===== src/rtl/mem_arbiter.sv =====
// Two-requester round-robin arbiter onto a single valid/ready memory bus,
// with an optional BUSY timeout that force-completes the owner with an error.

module mem_arbiter_port (
   input  logic        sel,
   input  logic        done,
   input  logic        err,
   input  logic [31:0] s_rdata,
   output logic        ready,
   output logic [31:0] rdata
);
   assign ready = sel & done;
   assign rdata = !ready ? 32'h0 : (err ? 32'hFFFF_FFFF : s_rdata);
endmodule

module mem_arbiter #(
   parameter int unsigned TIMEOUT = 255
) (
   input  logic        clk,
   input  logic        resetn,
   input  logic        m0_valid,
   output logic        m0_ready,
   input  logic [31:0] m0_addr,
   input  logic [31:0] m0_wdata,
   input  logic [3:0]  m0_wstrb,
   output logic [31:0] m0_rdata,
   input  logic        m1_valid,
   output logic        m1_ready,
   input  logic [31:0] m1_addr,
   input  logic [31:0] m1_wdata,
   input  logic [3:0]  m1_wstrb,
   output logic [31:0] m1_rdata,
   output logic        s_valid,
   input  logic        s_ready,
   output logic [31:0] s_addr,
   output logic [31:0] s_wdata,
   output logic [3:0]  s_wstrb,
   input  logic [31:0] s_rdata,
   output logic [1:0]  grant,
   output logic        bus_err
);
   localparam int          NUM_REQ = 2;
   localparam logic [31:0] TO_LAST = 32'(TIMEOUT - 1);

   typedef enum logic {IDLE = 1'b0, BUSY = 1'b1} state_t;
   typedef struct packed {
      logic [31:0] addr;
      logic [31:0] wdata;
      logic [3:0]  wstrb;
   } req_t;

   req_t [NUM_REQ-1:0]        req;
   logic [NUM_REQ-1:0]        vld;
   logic [NUM_REQ-1:0]        rdy;
   logic [NUM_REQ-1:0][31:0]  rd;
   state_t                    state, state_nxt;
   logic                      owner, owner_nxt;
   logic                      last, last_nxt;
   logic [31:0]               cnt, cnt_nxt;
   logic [1:0]                rst_sync;
   logic                      arb_en, busy, own_vld, to_hit, done, err;

   assign req[0] = {m0_addr, m0_wdata, m0_wstrb};
   assign req[1] = {m1_addr, m1_wdata, m1_wstrb};
   assign vld    = {m1_valid, m0_valid};

   // Release is re-timed so no grant can be taken on the edge that sees resetn rise.
   always_ff @(posedge clk or negedge resetn) begin
      if (!resetn) rst_sync <= 2'b00;
      else         rst_sync <= {rst_sync[0], 1'b1};
   end
   assign arb_en = rst_sync[1];

   assign busy    = (state == BUSY);
   assign own_vld = vld[owner];
   assign to_hit  = (TIMEOUT != 0) && (cnt == TO_LAST);
   assign done    = busy && own_vld && (s_ready || to_hit);
   assign err     = busy && own_vld && !s_ready && to_hit;

   always_ff @(posedge clk or negedge resetn) begin
      if (!resetn) begin
         state <= IDLE;
         owner <= 1'b0;
         last  <= 1'b1;
         cnt   <= 32'h0;
      end else begin
         state <= state_nxt;
         owner <= owner_nxt;
         last  <= last_nxt;
         cnt   <= cnt_nxt;
      end
   end

   always_comb begin
      state_nxt = state;
      owner_nxt = owner;
      last_nxt  = last;
      cnt_nxt   = cnt;
      case (state)
         IDLE: begin
            if (arb_en && (|vld)) begin
               owner_nxt = (&vld) ? ~last : vld[1];
               state_nxt = BUSY;
               cnt_nxt   = 32'h0;
            end
         end
         BUSY: begin
            // A dropped request is abandoned without touching fairness history.
            if (!own_vld) begin
               state_nxt = IDLE;
            end else if (done) begin
               state_nxt = IDLE;
               last_nxt  = owner;
            end else if (cnt != 32'hFFFF_FFFF) begin
               cnt_nxt   = cnt + 32'd1;
            end
         end
         default: state_nxt = IDLE;
      endcase
   end

   always_comb begin
      s_valid = 1'b0;
      s_addr  = 32'h0;
      s_wdata = 32'h0;
      s_wstrb = 4'h0;
      grant   = 2'b00;
      bus_err = 1'b0;
      if (busy) begin
         s_valid = own_vld;
         s_addr  = req[owner].addr;
         s_wdata = req[owner].wdata;
         s_wstrb = req[owner].wstrb;
         grant   = owner ? 2'b10 : 2'b01;
         bus_err = err;
      end
   end

   for (genvar g = 0; g < NUM_REQ; g++) begin : g_port
      localparam logic ID = 1'(g);
      mem_arbiter_port u_port (
         .sel     (owner == ID),
         .done    (done),
         .err     (err),
         .s_rdata (s_rdata),
         .ready   (rdy[g]),
         .rdata   (rd[g])
      );
   end

   assign m0_ready = rdy[0];
   assign m1_ready = rdy[1];
   assign m0_rdata = rd[0];
   assign m1_rdata = rd[1];
endmodule

===== config.mk =====
export PLATFORM = sky130hd
export DESIGN_NAME = mem_arbiter
export DESIGN_NICKNAME = d
export VERILOG_FILES = /design/src/rtl/mem_arbiter.sv
export SDC_FILE = /design/constraint.sdc
export NUM_CORES = 1
export LEC_CHECK = 0
export ABC_AREA = 0
export CAP_MARGIN = 30
export CORE_AREA = 2 2 120 122
export DETAILED_ROUTE_END_ITERATION = 16
export DIE_AREA = 0 0 122 124
export GPL_TIMING_DRIVEN = 0
export PLACE_DENSITY = 0.7
export RECOVER_POWER = 25
export SYNTH_ARGS = -nofsm -noshare
export SYNTH_HDL_FRONTEND = slang
export SYNTH_SLANG_ARGS = --single-unit

===== constraint.sdc =====
create_clock -name clk -period 2.8 [get_ports clk]
set_input_delay 0.56 -clock clk [delete_from_list [all_inputs] [get_ports clk]]
set_output_delay 0.56 -clock clk [all_outputs]
set_load 0.01 [all_outputs]

==> results of run 1 <==
==> synth_stat cells (6+ instances only) <==
cell,count
and2_1,6
nor2_1,77
nand3_1,10
nor3_1,23
mux2i_1,69
o21a_1,64
dfrtp_1,36
a21boi_0,14
a2bb2oi_2,9
clkbuf_1,26
o22a_1,9
a31oi_1,6
buf_1,10
nor4_1,12
nand4_1,15
o21ai_0,9
nand2_1,23
==> worst min-delay path by stage <==
stage	to	slack (ps)	depth (start not counted)
floorplan	busy	260	0
global placement	rst_sync[1]	340	0
detailed placement	rst_sync[1]	340	0
CTS	rst_sync[1]	360	0
global route	rst_sync[1]	370	0
finish	rst_sync[1]	360	0
==> what timing repair did <==
action / in CTS / in global routing
endpoints found under the setup margin: 138 / 96
gates cloned: 4 / 1
pin swaps: 5 / 6
setup buffers: 12 / 6
resized for setup: 345 / 49
==> per-stage QoR <==
step	util (%)	TNS, ps
floorplan	-	0
global placement	52.6	-63740
detailed placement	52.6	-66410
CTS	54.8	-6620
global route	55.9	-13680
finish	55.9	-7840
==> state kept, by name (all words and copies together), names as in the netlist <==
name and cells:
busy 1, cnt 32, last 1, owner 1
rst_sync 2
==> final cells by class <==
class,instances,area share (%)
Buffer,38,3.69
Clock buffer,5,1.63
Clock inverter,3,0.604
Inverter,6,0.310
Multi-Input combinational cell,398,37.8
Sequential cell,37,12.2
Tap cell,180,2.94
Timing Repair Buffer,333,40.9
==> power breakdown <==
| group | switching [mW] | internal, mW |
|---|---|---|
| Sequential | 0.0694 | 0.582 |
| Clock | 0.243 | 0.422 |
| Combinational | 0.764 | 0.859 |
| Total | 1.08 | 1.86 |
==> kinds of logic after synthesis <==
group	Yosys count
other	1
AOI/OAI and AO/OA	136
and+or+nand+nor	189
DFF	37
adders and majority gates	2
muxes	70
buffers and inverters	48
==> routing by layer <==
metal	part of all wire (%)	up-vias
met4	1.9	0
li1	-	2462
met3	10	25
met2	47	311
met5	0	-
met1	41	2473
==> critical path, cell delays in order, from the launching register on <==
cell and delay [ps]:
dfrtp_1 460, nor4_1 330, nand4_1 220, nor3_2 220
buf_4 160, o211a_4 200, buf_8 140, clkbuf_16 140
o21a_1 120, buf_2 130
==> impl_metrics.csv, run 1 <==
group,metric,value,unit
outcome,status,"complete, but fails checks",
outcome,violations,"max-capacitance violations, max-slew violations, negative setup slack",
setup_path,cp-start-kind,"flip-flop",
grt,use_met2,41.1,%
yosys,ys.flop_type,"dfrtp_1",
sta,finClkSkew,10.9,ps
yosys,synth_nets,658,
floorplan,rows,43,
setup_path,arrival,2450,ps
clock_tree,cts_hold_buf,0,
drt,drt-wirelength-per-cell,20.3,um
yosys,synthMuxAreaShare,18.1,%
pwr,vdd_drop_max,0.216,mV
hold_path,min_from,"rst_sync[0]",
yosys,synth_compound_area_share,28.0,%
finish,drive_gt1_share,20.4,%
finish,stdcell_count,1000,
finish,fill_cells,1283,
drt,vias,5271,
drt,drt_iter0_markers,464,
setup_path,r2r_cells,8,
sta,fin_ws,-209,ps
placed_design,pre_cts_ws,-898,ps
sta,final.period_utilization,107,%
hold_path,hold_class,"reg -> reg",
finish,seq_area,933,um^2
grt,grt.overflow.total,0,
pwr,leakagePower,3.36,nW
yosys,synth_edf_count,0,
finish,design_area,7660,um^2
yosys,syn_avg_cell_area,8.06,um^2
run,maxCapViolCount,1,
yosys,synthArstFlopShare,100,%
placed_design,port_buffers,310,
sta,setup_viol,64,
finish,final_cell_mix,"242 x clkdlybuf4s50_1, 69 x mux2i_1, 68 x nor2_1",
floorplan,dieArea,15100,um^2
grt,grt_use_total,25.2,%
setup_path,worstSetupStartpoint,"cnt[9]",
pwr,cellPowerDensity,383,nW/um^2
yosys,synthSimpleGateAreaFrac,24.2,%
sta,max_slew.worst_pin.slew,2110,ps
clock_tree,cts_sinks,37,
sta,hold_viol_final,0,
yosys,synth.area.top_cells,"dfrtp_1 23%, mux2i_1 18%, o21a_1 12%, nor2_1 7.4%, a2bb2oi_2 3.5%",
grt,use_met1,33.7,%
floorplan,core_region_area,13700,um^2
sta,fmax,332,MHz
setup_path,critPathCapture,"m1_rdata[3]",
sta,min_period,3010,ps
finish,final_common_cell,"clkdlybuf4s50_1",
setup_path,end_kind,"output port",
floorplan,initial_core_util,28.4,%
placed_design,place_hpwl,16300,um
grt,grt_max_degree,38,
yosys,netlist_instances,483,
clock_tree,path_clk_slew,70,ps
grt,grt_first_pass_wirelength,29300,um
finish,areaGrowthSynthToFinish,96.9,%
drt,dr.pass1.iters,5,
placed_design,place_area,7220,um^2
floorplan,dieWidth,122,um
yosys,synth.cell_area,3890,um^2
sta,timing.hold.ws,359,ps
clock_tree,numCtsBuffers,5,
finish,n_antenna_cell,0,
yosys,synthAdderAreaFrac,0.643,%
clock_tree,worstSkewPairLatency,290,ps
clock_tree,cts_buffer_depth,2,
setup_path,r2r-end,"cnt[1]",
yosys,yosysUniqueCellTypes,48,
yosys,synth_warnings,0,
floorplan,boundaryPins,311,
yosys,synthXorXnorAreaFrac,0,%
grt,grt_pass1_vias,5185,
yosys,synth_top_family_by_area,"compound AO/OA/AOI/OAI gates",
floorplan,die_y,124,um
drt,drc,0,
yosys,synth_top_area_share,23.1,%
setup_path,path_max_fanout,7,
sta,rsz0062_at_grt,"true",
setup_path,worstSetupPathType,"reg -> out",
yosys,ys_ff_latch,37,
clock_tree,ctsRootBufferMaster,"clkbuf_16",
setup_path,r2r-start,"cnt[0]",
yosys,yosysSeqAreaShare,23.8,%
clock_tree,htree_levels,2,
grt,top_usage_layer,"met2",
yosys,yosysTopAreaCell,"dfrtp_1",
clock_tree,tritoncts,"yes",
grt,grt_use_met3,5.82,%
finish,nNetsFinal,994,
setup_path,worstPathRequired,2240,ps
setup_path,r2r_setup_slack,70,ps
drt,vias_per_cell,5.27,
placed_design,placed_cells_incl_taps,973,
drt,wl,20300,um
sta,drv_slew,38,
sta,maxSlewHeadroom,-40.4,%
pwr,power,2.94,mW
finish,multi_input_area,2900,um^2
drt,ant_nets,0,
grt,antenna_found_initial,1,
placed_design,gp_congestion,0.992,
Power figures use the tool's default switching activity.
==> inputs of run 2 (changes only) <==
- CAP_MARGIN: 30 -> 5
==> results of run 2 <==
Final layout, timing and power as in run 1 (identical DEF).
